File: src/rtl/coffee_brew_ctrl.sv
// Single-FSM coffee machine controller: heat, coffee pour, resumable milk pour, serve.
// Optional abort path enabled by defining COFFEE_CANCEL_EN.
module coffee_brew_ctrl #(
    parameter int HEAT_CYCLES       = 4,
    parameter int COFFEE_CYCLES     = 3,
    parameter int MILK_CYCLES       = 2,
    parameter int NEED_MILK_TIMEOUT = 8,
    parameter int ENJOY_CYCLES      = 5,
    parameter int SIZE_W            = 2,
    parameter int CNT_W             = 8,
    parameter int TMR_W             = 8
) (
    input  logic              clk,
    input  logic              reset,
    input  logic              start,
    input  logic              agua,
    input  logic              cafe,
    input  logic              leche,
    input  logic              quiereLeche,
    input  logic [SIZE_W-1:0] size,
    input  logic              cancel,
    output logic [2:0]        TH_M,
    output logic              heater_on,
    output logic              coffee_valve,
    output logic              milk_valve,
    output logic              busy,
    output logic              order_err,
    output logic [CNT_W-1:0]  cups_served
);

    // Handshake: start is a level request sampled only in STANDBY; an accepted
    // order needs agua & cafe on that edge, otherwise order_err pulses next cycle.

    typedef enum logic [2:0] {
        ST_STANDBY     = 3'd0,
        ST_WORKING     = 3'd1,
        ST_POUR_COFFEE = 3'd2,
        ST_POUR_MILK   = 3'd3,
        ST_NEED_MILK   = 3'd4,
        ST_DONE        = 3'd5,
        ST_ENJOY       = 3'd6
    } state_t;

    localparam logic [TMR_W-1:0] HEAT_LOAD  = TMR_W'(HEAT_CYCLES - 1);
    localparam logic [TMR_W-1:0] NEED_LOAD  = TMR_W'(NEED_MILK_TIMEOUT - 1);
    localparam logic [TMR_W-1:0] ENJOY_LOAD = TMR_W'(ENJOY_CYCLES - 1);
    localparam logic [TMR_W-1:0] COFFEE_T   = TMR_W'(COFFEE_CYCLES);
    localparam logic [TMR_W-1:0] MILK_T     = TMR_W'(MILK_CYCLES);
    localparam logic [TMR_W-1:0] TMR_ONE    = TMR_W'(1);

    state_t            state_q, state_d;
    logic [TMR_W-1:0]  timer_q, timer_d;
    logic [TMR_W-1:0]  milk_rem_q, milk_rem_d;
    logic              milk_l_q, milk_l_d;
    logic [SIZE_W-1:0] size_l_q, size_l_d;
    logic [CNT_W-1:0]  cups_q, cups_d;
    logic              order_err_d;
    logic              heater_q, coffee_q, milk_q, busy_q, order_err_q;

    logic [TMR_W-1:0]  size_mult;
    logic [TMR_W-1:0]  coffee_len;
    logic [TMR_W-1:0]  milk_len;
    logic [TMR_W-1:0]  timer_dec;

`ifndef COFFEE_CANCEL_EN
    logic cancel_unused;
    assign cancel_unused = cancel;
`endif

    always_comb begin
        state_d     = state_q;
        timer_d     = timer_q;
        milk_rem_d  = milk_rem_q;
        milk_l_d    = milk_l_q;
        size_l_d    = size_l_q;
        cups_d      = cups_q;
        order_err_d = 1'b0;

        size_mult  = TMR_W'(size_l_q) + TMR_ONE;
        coffee_len = COFFEE_T * size_mult;
        milk_len   = MILK_T * size_mult;
        timer_dec  = timer_q - TMR_ONE;

        case (state_q)
            ST_STANDBY: begin
                if (start) begin
                    if (agua && cafe) begin
                        state_d  = ST_WORKING;
                        timer_d  = HEAT_LOAD;
                        milk_l_d = quiereLeche;
                        size_l_d = size;
                    end else begin
                        order_err_d = 1'b1;
                    end
                end
            end
            ST_WORKING: begin
                if (timer_q == '0) begin
                    state_d = ST_POUR_COFFEE;
                    timer_d = coffee_len - TMR_ONE;
                end else begin
                    timer_d = timer_dec;
                end
            end
            ST_POUR_COFFEE: begin
                if (timer_q != '0) begin
                    timer_d = timer_dec;
                end else if (!milk_l_q) begin
                    state_d = ST_DONE;
                end else begin
                    milk_rem_d = milk_len;
                    if (leche) begin
                        state_d = ST_POUR_MILK;
                    end else begin
                        state_d = ST_NEED_MILK;
                        timer_d = NEED_LOAD;
                    end
                end
            end
            ST_POUR_MILK: begin
                // Every cycle spent with the valve open counts toward the pour,
                // so a shortage seen on the final cycle still completes the cup.
                milk_rem_d = milk_rem_q - TMR_ONE;
                if (milk_rem_q == TMR_ONE) begin
                    state_d = ST_DONE;
                end else if (!leche) begin
                    state_d = ST_NEED_MILK;
                    timer_d = NEED_LOAD;
                end
            end
            ST_NEED_MILK: begin
                if (leche) begin
                    state_d = ST_POUR_MILK;
                end else if (timer_q == '0) begin
                    state_d = ST_DONE;
                end else begin
                    timer_d = timer_dec;
                end
            end
            ST_DONE: begin
                if (cups_q != '1) begin
                    cups_d = cups_q + CNT_W'(1);
                end
                state_d = ST_ENJOY;
                timer_d = ENJOY_LOAD;
            end
            ST_ENJOY: begin
                if (timer_q == '0) begin
                    state_d = ST_STANDBY;
                end else begin
                    timer_d = timer_dec;
                end
            end
            default: begin
                state_d = ST_STANDBY;
                timer_d = '0;
            end
        endcase

`ifdef COFFEE_CANCEL_EN
        if (cancel && (state_q == ST_WORKING || state_q == ST_POUR_COFFEE ||
                       state_q == ST_POUR_MILK || state_q == ST_NEED_MILK)) begin
            state_d    = ST_STANDBY;
            timer_d    = '0;
            milk_rem_d = '0;
            milk_l_d   = 1'b0;
            size_l_d   = '0;
            cups_d     = cups_q;
        end
`endif
    end

    // Outputs are registered from the next state so they always match state_q.
    always_ff @(posedge clk) begin
        if (reset) begin
            state_q     <= ST_STANDBY;
            timer_q     <= '0;
            milk_rem_q  <= '0;
            milk_l_q    <= 1'b0;
            size_l_q    <= '0;
            cups_q      <= '0;
            heater_q    <= 1'b0;
            coffee_q    <= 1'b0;
            milk_q      <= 1'b0;
            busy_q      <= 1'b0;
            order_err_q <= 1'b0;
        end else begin
            state_q     <= state_d;
            timer_q     <= timer_d;
            milk_rem_q  <= milk_rem_d;
            milk_l_q    <= milk_l_d;
            size_l_q    <= size_l_d;
            cups_q      <= cups_d;
            heater_q    <= (state_d == ST_WORKING);
            coffee_q    <= (state_d == ST_POUR_COFFEE);
            milk_q      <= (state_d == ST_POUR_MILK);
            busy_q      <= (state_d != ST_STANDBY);
            order_err_q <= order_err_d;
        end
    end

    assign TH_M         = state_q;
    assign heater_on    = heater_q;
    assign coffee_valve = coffee_q;
    assign milk_valve   = milk_q;
    assign busy         = busy_q;
    assign order_err    = order_err_q;
    assign cups_served  = cups_q;

endmodule

File: config.mk
export PLATFORM = sky130hd
export DESIGN_NAME = coffee_brew_ctrl
export DESIGN_NICKNAME = d
export VERILOG_FILES = /design/src/rtl/coffee_brew_ctrl.sv
export SDC_FILE = /design/constraint.sdc
export NUM_CORES = 1
export LEC_CHECK = 0
export CAP_MARGIN = 10
export CORE_ASPECT_RATIO = 0.8
export CORE_UTILIZATION = 55
export CTS_CLUSTER_DIAMETER = 150
export DETAILED_ROUTE_END_ITERATION = 6
export GPL_TIMING_DRIVEN = 0
export PLACE_DENSITY = 0.78
export SLEW_MARGIN = 0
export SYNTH_ARGS = -nofsm -noshare
export SYNTH_HDL_FRONTEND = slang
export SYNTH_SLANG_ARGS = --single-unit
File: constraint.sdc
create_clock -name clk -period 2.3 [get_ports clk]
set_clock_uncertainty 0.05 [all_clocks]
set_input_delay 0.46 -clock clk [delete_from_list [all_inputs] [get_ports clk]]
set_output_delay 0.46 -clock clk [all_outputs]
set_load 0.02 [all_outputs]
# Yosys cells after proc, flatten, opt, wreduce, memory -nomap -nowiden
# Index checks and enable logic that the tools add are counted.
# W data, S select, Z words.
# word_totals
in_bits,10
elab_cells,74
output_inout_bits,16
ff_bits,35
# classes
multipliers,1
add_sub_neg,5
reduce_logical,11
bitwise,2
eq_ne,18
n_mux,26
# op_table
operator,n
$mux W8,11
$pmux W8 S7,1
$mux W3,11
$pmux W3 S7,1
$pmux W8 S2,1
$sub A8 B1 Y8 const B,2
$eq A3 B2 Y1 const B,4
$ne A2 B2 Y1 const B,6
$eq A3 B3 Y1 const B,3
$add A8 B1 Y8 const B,1
$eq A8 B1 Y1 const B,1
$logic_not A8 Y1,1
$ne A8 B8 Y1 const B,1
$reduce_bool A8 Y1,1
$eq A3 B1 Y1 const B,2
$reduce_and A3 Y1,2
$sub A5 B1 Y6 const B,1
$mul A2 B3 Y5 const A,1
$reduce_and A5 Y1,1
$add A2 B1 Y3 const B,1
$logic_not A3 Y1,1
$ne A3 B3 Y1 const B,1
$reduce_bool A3 Y1,1
$reduce_or A3 Y1,1
5 further kinds,6

# Depth between registers and ports, before layout
# depth
depth_word,5
mapped_depth,8
ltp_nobuf,7

# Worst setup path after synthesis
# No wires, ideal clock.
# synth_path
path_type,register to register
startpoint,"register state_q[1], in the netlist TH_M[1]"
endpoint,register timer_q[3]
arrival_time_ps,1767
setup_slack_ps,366
path_stages_with_launch,8
required_ps,2133
period_less_slack_ps,1934
setup_ps,117
path_buffers,2
cell_sequence,dfxtp_1 buf_2 and3b_1 clkbuf_1 nand4_1 nand4_1 o21ai_1 a22o_1
# synth_between
elab_chain_cells,3
word_cells_on_any_way,14
classes_between,eq/ne: 11; mux: 1; reduce/logical: 2
# synth_rtl
item,line_no,rtl
"start, declared",51,"state_t state_q, state_d;"
"start signal, assigned",188,state_q <= state_d;
"$eq A3 B2 Y1, or another cell as far along",84,case (state_q)
$ne A3 B3 Y1 (no source line) or $ne A2 B2 Y1 (tied branches),n/a,
$reduce_and A5 Y1 (no source line),n/a,
"end signal, assigned",189,timer_q <= timer_d;
"end, declared",52,"logic [TMR_W-1:0] timer_q, timer_d;"
# Several ways; a longest one is shown, not always the timed one.
# A chain may end at the register's enable or synchronous reset.

# Final worst setup path
# layout_path
startpoint,"register state_q[0], in the netlist TH_M[0]"
endpoint,"register heater_q, in the netlist heater_on"
# layout_between
elab_chain_cells,4
word_cells_on_any_way,18
classes_between,eq/ne: 7; mux: 10; reduce/logical: 1
# layout_rtl
item,line_no,rtl
$mux W3 (on tied branches),"134, 126, 87",
$mux W3 (on tied branches),"132, 124, 86",
$pmux W3 S7 (*),84,
$eq A3 B1 Y1 (*),194,heater_q <= (state_d == ST_WORKING);
"end signal, assigned",194,
"end, declared",58,"logic heater_q, coffee_q, milk_q, busy_q, order_err_q;"
# Every way passes the cells marked *; elsewhere a longest branch is shown, timed or not.

==> metrics.cfg <==
[outcome]
outcome = complete, no violations

[cells_and_area]
drive_above_1_share = 0.106
stdcell_area_um2 = 2780
syn_to_final_growth_pct = 18.6
final_cell_mix = 35 x dfxtp_1, 31 x nor2_1, 22 x clkdlybuf4s50_1, 15 x nand2_1, 15 x o21ai_0
finalNonFillerCells = 376
num_antenna_cells = 0
final_core_util = 0.708
layout_commonest_cell = dfxtp_1
nets = 341

[drt]
drt-wirelength-per-cell_um = 16.7
drt_iter0_markers = 341
ant_nets = 0
postRouteWirelength_um = 6270
viasPerCell = 6.36
first_pass_iters = 7
vias = 2393
drc = 0

[setup_path]
cp-end-kind = flop
crit_arrival_ps = 2280
worstPathMaxFanout = 10
crit_buf_inv = 1
critPathKind = reg -> reg
worstPathCellList = buf_2 > nand2b_1 > nor2_1 > nand2_1 > o2111a_2 > nor4_2
cp-start-kind = flop
critPathSlowestCell = dfxtp_1
cpPeakStageDelay_ps = 490
worstPathRequired_ps = 2450
critical_path.top_delay_family = simple AND/OR/NAND/NOR gates

[timing]
hold_viol = 0
tightest_slew_ps = 704
max_slew_margin = 0.528
rsz0062_at_grt = no
min_period_ps = 2130
holdWs_ps = 435
setup_ws_ps = 173
setup_viol = 0
fin_tns_setup_ps = 0
period_share = 0.925
fmax_mhz = 470
finalMaxSlewViolations = 0

[synth]
ys_top_cells_by_area = dfxtp_1 30%, ha_1 5.9%, nor2_1 5.0%
synth_cells = 288
synth_warnings = 0
synth.distinct_cells = 63
async_flop_share = 0
ys_seq_elements = 35
netlist_area_um2 = 2350
synth_largest_area_cell = dfxtp_1
syn_nets = 309
ys_seq_area_frac = 0.299
syn_avg_cell_area_um2 = 8.15
synth-edff-count = 0
synthFlopType = dfxtp_1
synth_top_area_frac = 0.299

[placement]
port_buffers = 22
dp.cells = 365
place_area_um2 = 2640
gp_congestion = 0.948
dp_hpwl_um = 4540
dp_slack_ps = 75.0

[hold_path]
hp-class = reg -> reg

[power_and_ir_drop]
powerDensity_nw_per_um2 = 972
leakage_nw = 1.02
peakVddDrop_uv = 577
p_total_mw = 2.70

[clocking]
insertion_delay_ps = 290
htreeDepth = 2
cts.sinks = 35
clkTransAtPathRegs_ps = 80
root_buffer = clkbuf_8
tritoncts = done
cts_buffers = 5
clk_path_buf_depth = 2

[grt]
antenna_found_initial = 0
grt_first_pass_wirelength_um = 9850
grt_pass1_vias = 2080
grt_max_degree = 13
track_usage = 0.289
grt-ovfl-total = 0

[flow_run]
maxCapViolations = 0

[floorplan]
die_y_um = 60.4
rows = 20
coreArea_um2 = 3930
ios = 26
start_util = 0.597
dieArea_um2 = 4530
die_w_um = 75.0

[path summary, 6_finish.rpt]
| check | startpoint | to | slack, ps | depth (start not counted) |
|---|---|---|---|---|
| worst max-delay path | TH_M[0] | heater_on | 170 | 6 |
| worst min-delay path | milk_rem_q[1] | milk_rem_q[1] | 440 | 2 |
| worst max register to register | TH_M[0] | heater_on | 170 | 6 |
| worst min register to register | milk_rem_q[1] | milk_rem_q[1] | 440 | 2 |
[synth_stat cells (all sizes together) (5+ instances only)]
cell type	number
nor2b	8
a31oi	5
ha	11
clkbuf	5
nand2b	8
inv	14
o21ai	18
buf	8
nor4	5
o211ai	5
dfxtp	35
nor3	13
nor2	32
xnor2	10
a22o	5
mux2i	5
a21oi	13
nand3	10
nand2	16
o31ai	6
[power breakdown]
group	switching [mW]	internal (mW)	leakage (nW)
Clock	0.242	0.323	0.0581
Combinational	0.818	0.581	0.680
Sequential	0.0710	0.669	0.283
Total	1.13	1.57	1.02
[layer usage]
metal  GRT usage  vias up  part of all wire
li1            -     1133                 -
met3      0.0814       18             0.097
met1       0.412     1114              0.46
met2       0.431      128              0.42
met4      0.0755        0             0.018
met5           0        -                 0
[repair_timing]
| item | CTS | global route |
|---|---|---|
| gates resized for setup | 0 | 2 |
| endpoints found under the setup margin | 0 | 13 |
| setup buffers | 0 | 3 |
| hold buffers | 0 | 0 |
[area by class of cell]
cell class | instances | area [um2]
Sequential cell | 35 | 701
Clock buffer | 5 | 68.8
Clock inverter | 3 | 43.8
Buffer | 13 | 65.1
Tap cell | 55 | 68.8
Fill cell | 331 | 1150
Multi-Input combinational cell | 226 | 1540
Inverter | 14 | 52.6
Timing Repair Buffer | 25 | 243
[flip-flops by register name, summed over array words and instances (netlist names)]
register,flops
milk_rem_q,8
milk_l_q,1
size_l_q,2
TH_M,3
cups_served,8
busy,1
order_err,1
heater_on,1
timer_q,8
coffee_valve,1
milk_valve,1
[kinds of logic (layout without fill, tap and decap cells)]
kind of cell	count (synthesis)	in the layout	synth area share
AND/OR/NAND/NOR	116	116	0.279
buffers and inverters	27	60	0.0501
adder cells (fa/ha/maj)	11	11	0.0587
AO/OA/AOI/OAI	82	82	0.247
multiplexers	5	5	0.0213
XOR/XNOR	12	12	0.0448
flip-flops	35	35	0.299
[worst register-to-register path: stages (launching register included)]
cell and delay (ps):
dfxtp_1 490, buf_2 300, nand2b_1 220, nor2_1 460, nand2_1 110, o2111a_2 200, nor4_2 210
(Power assumes the default switching activity.)
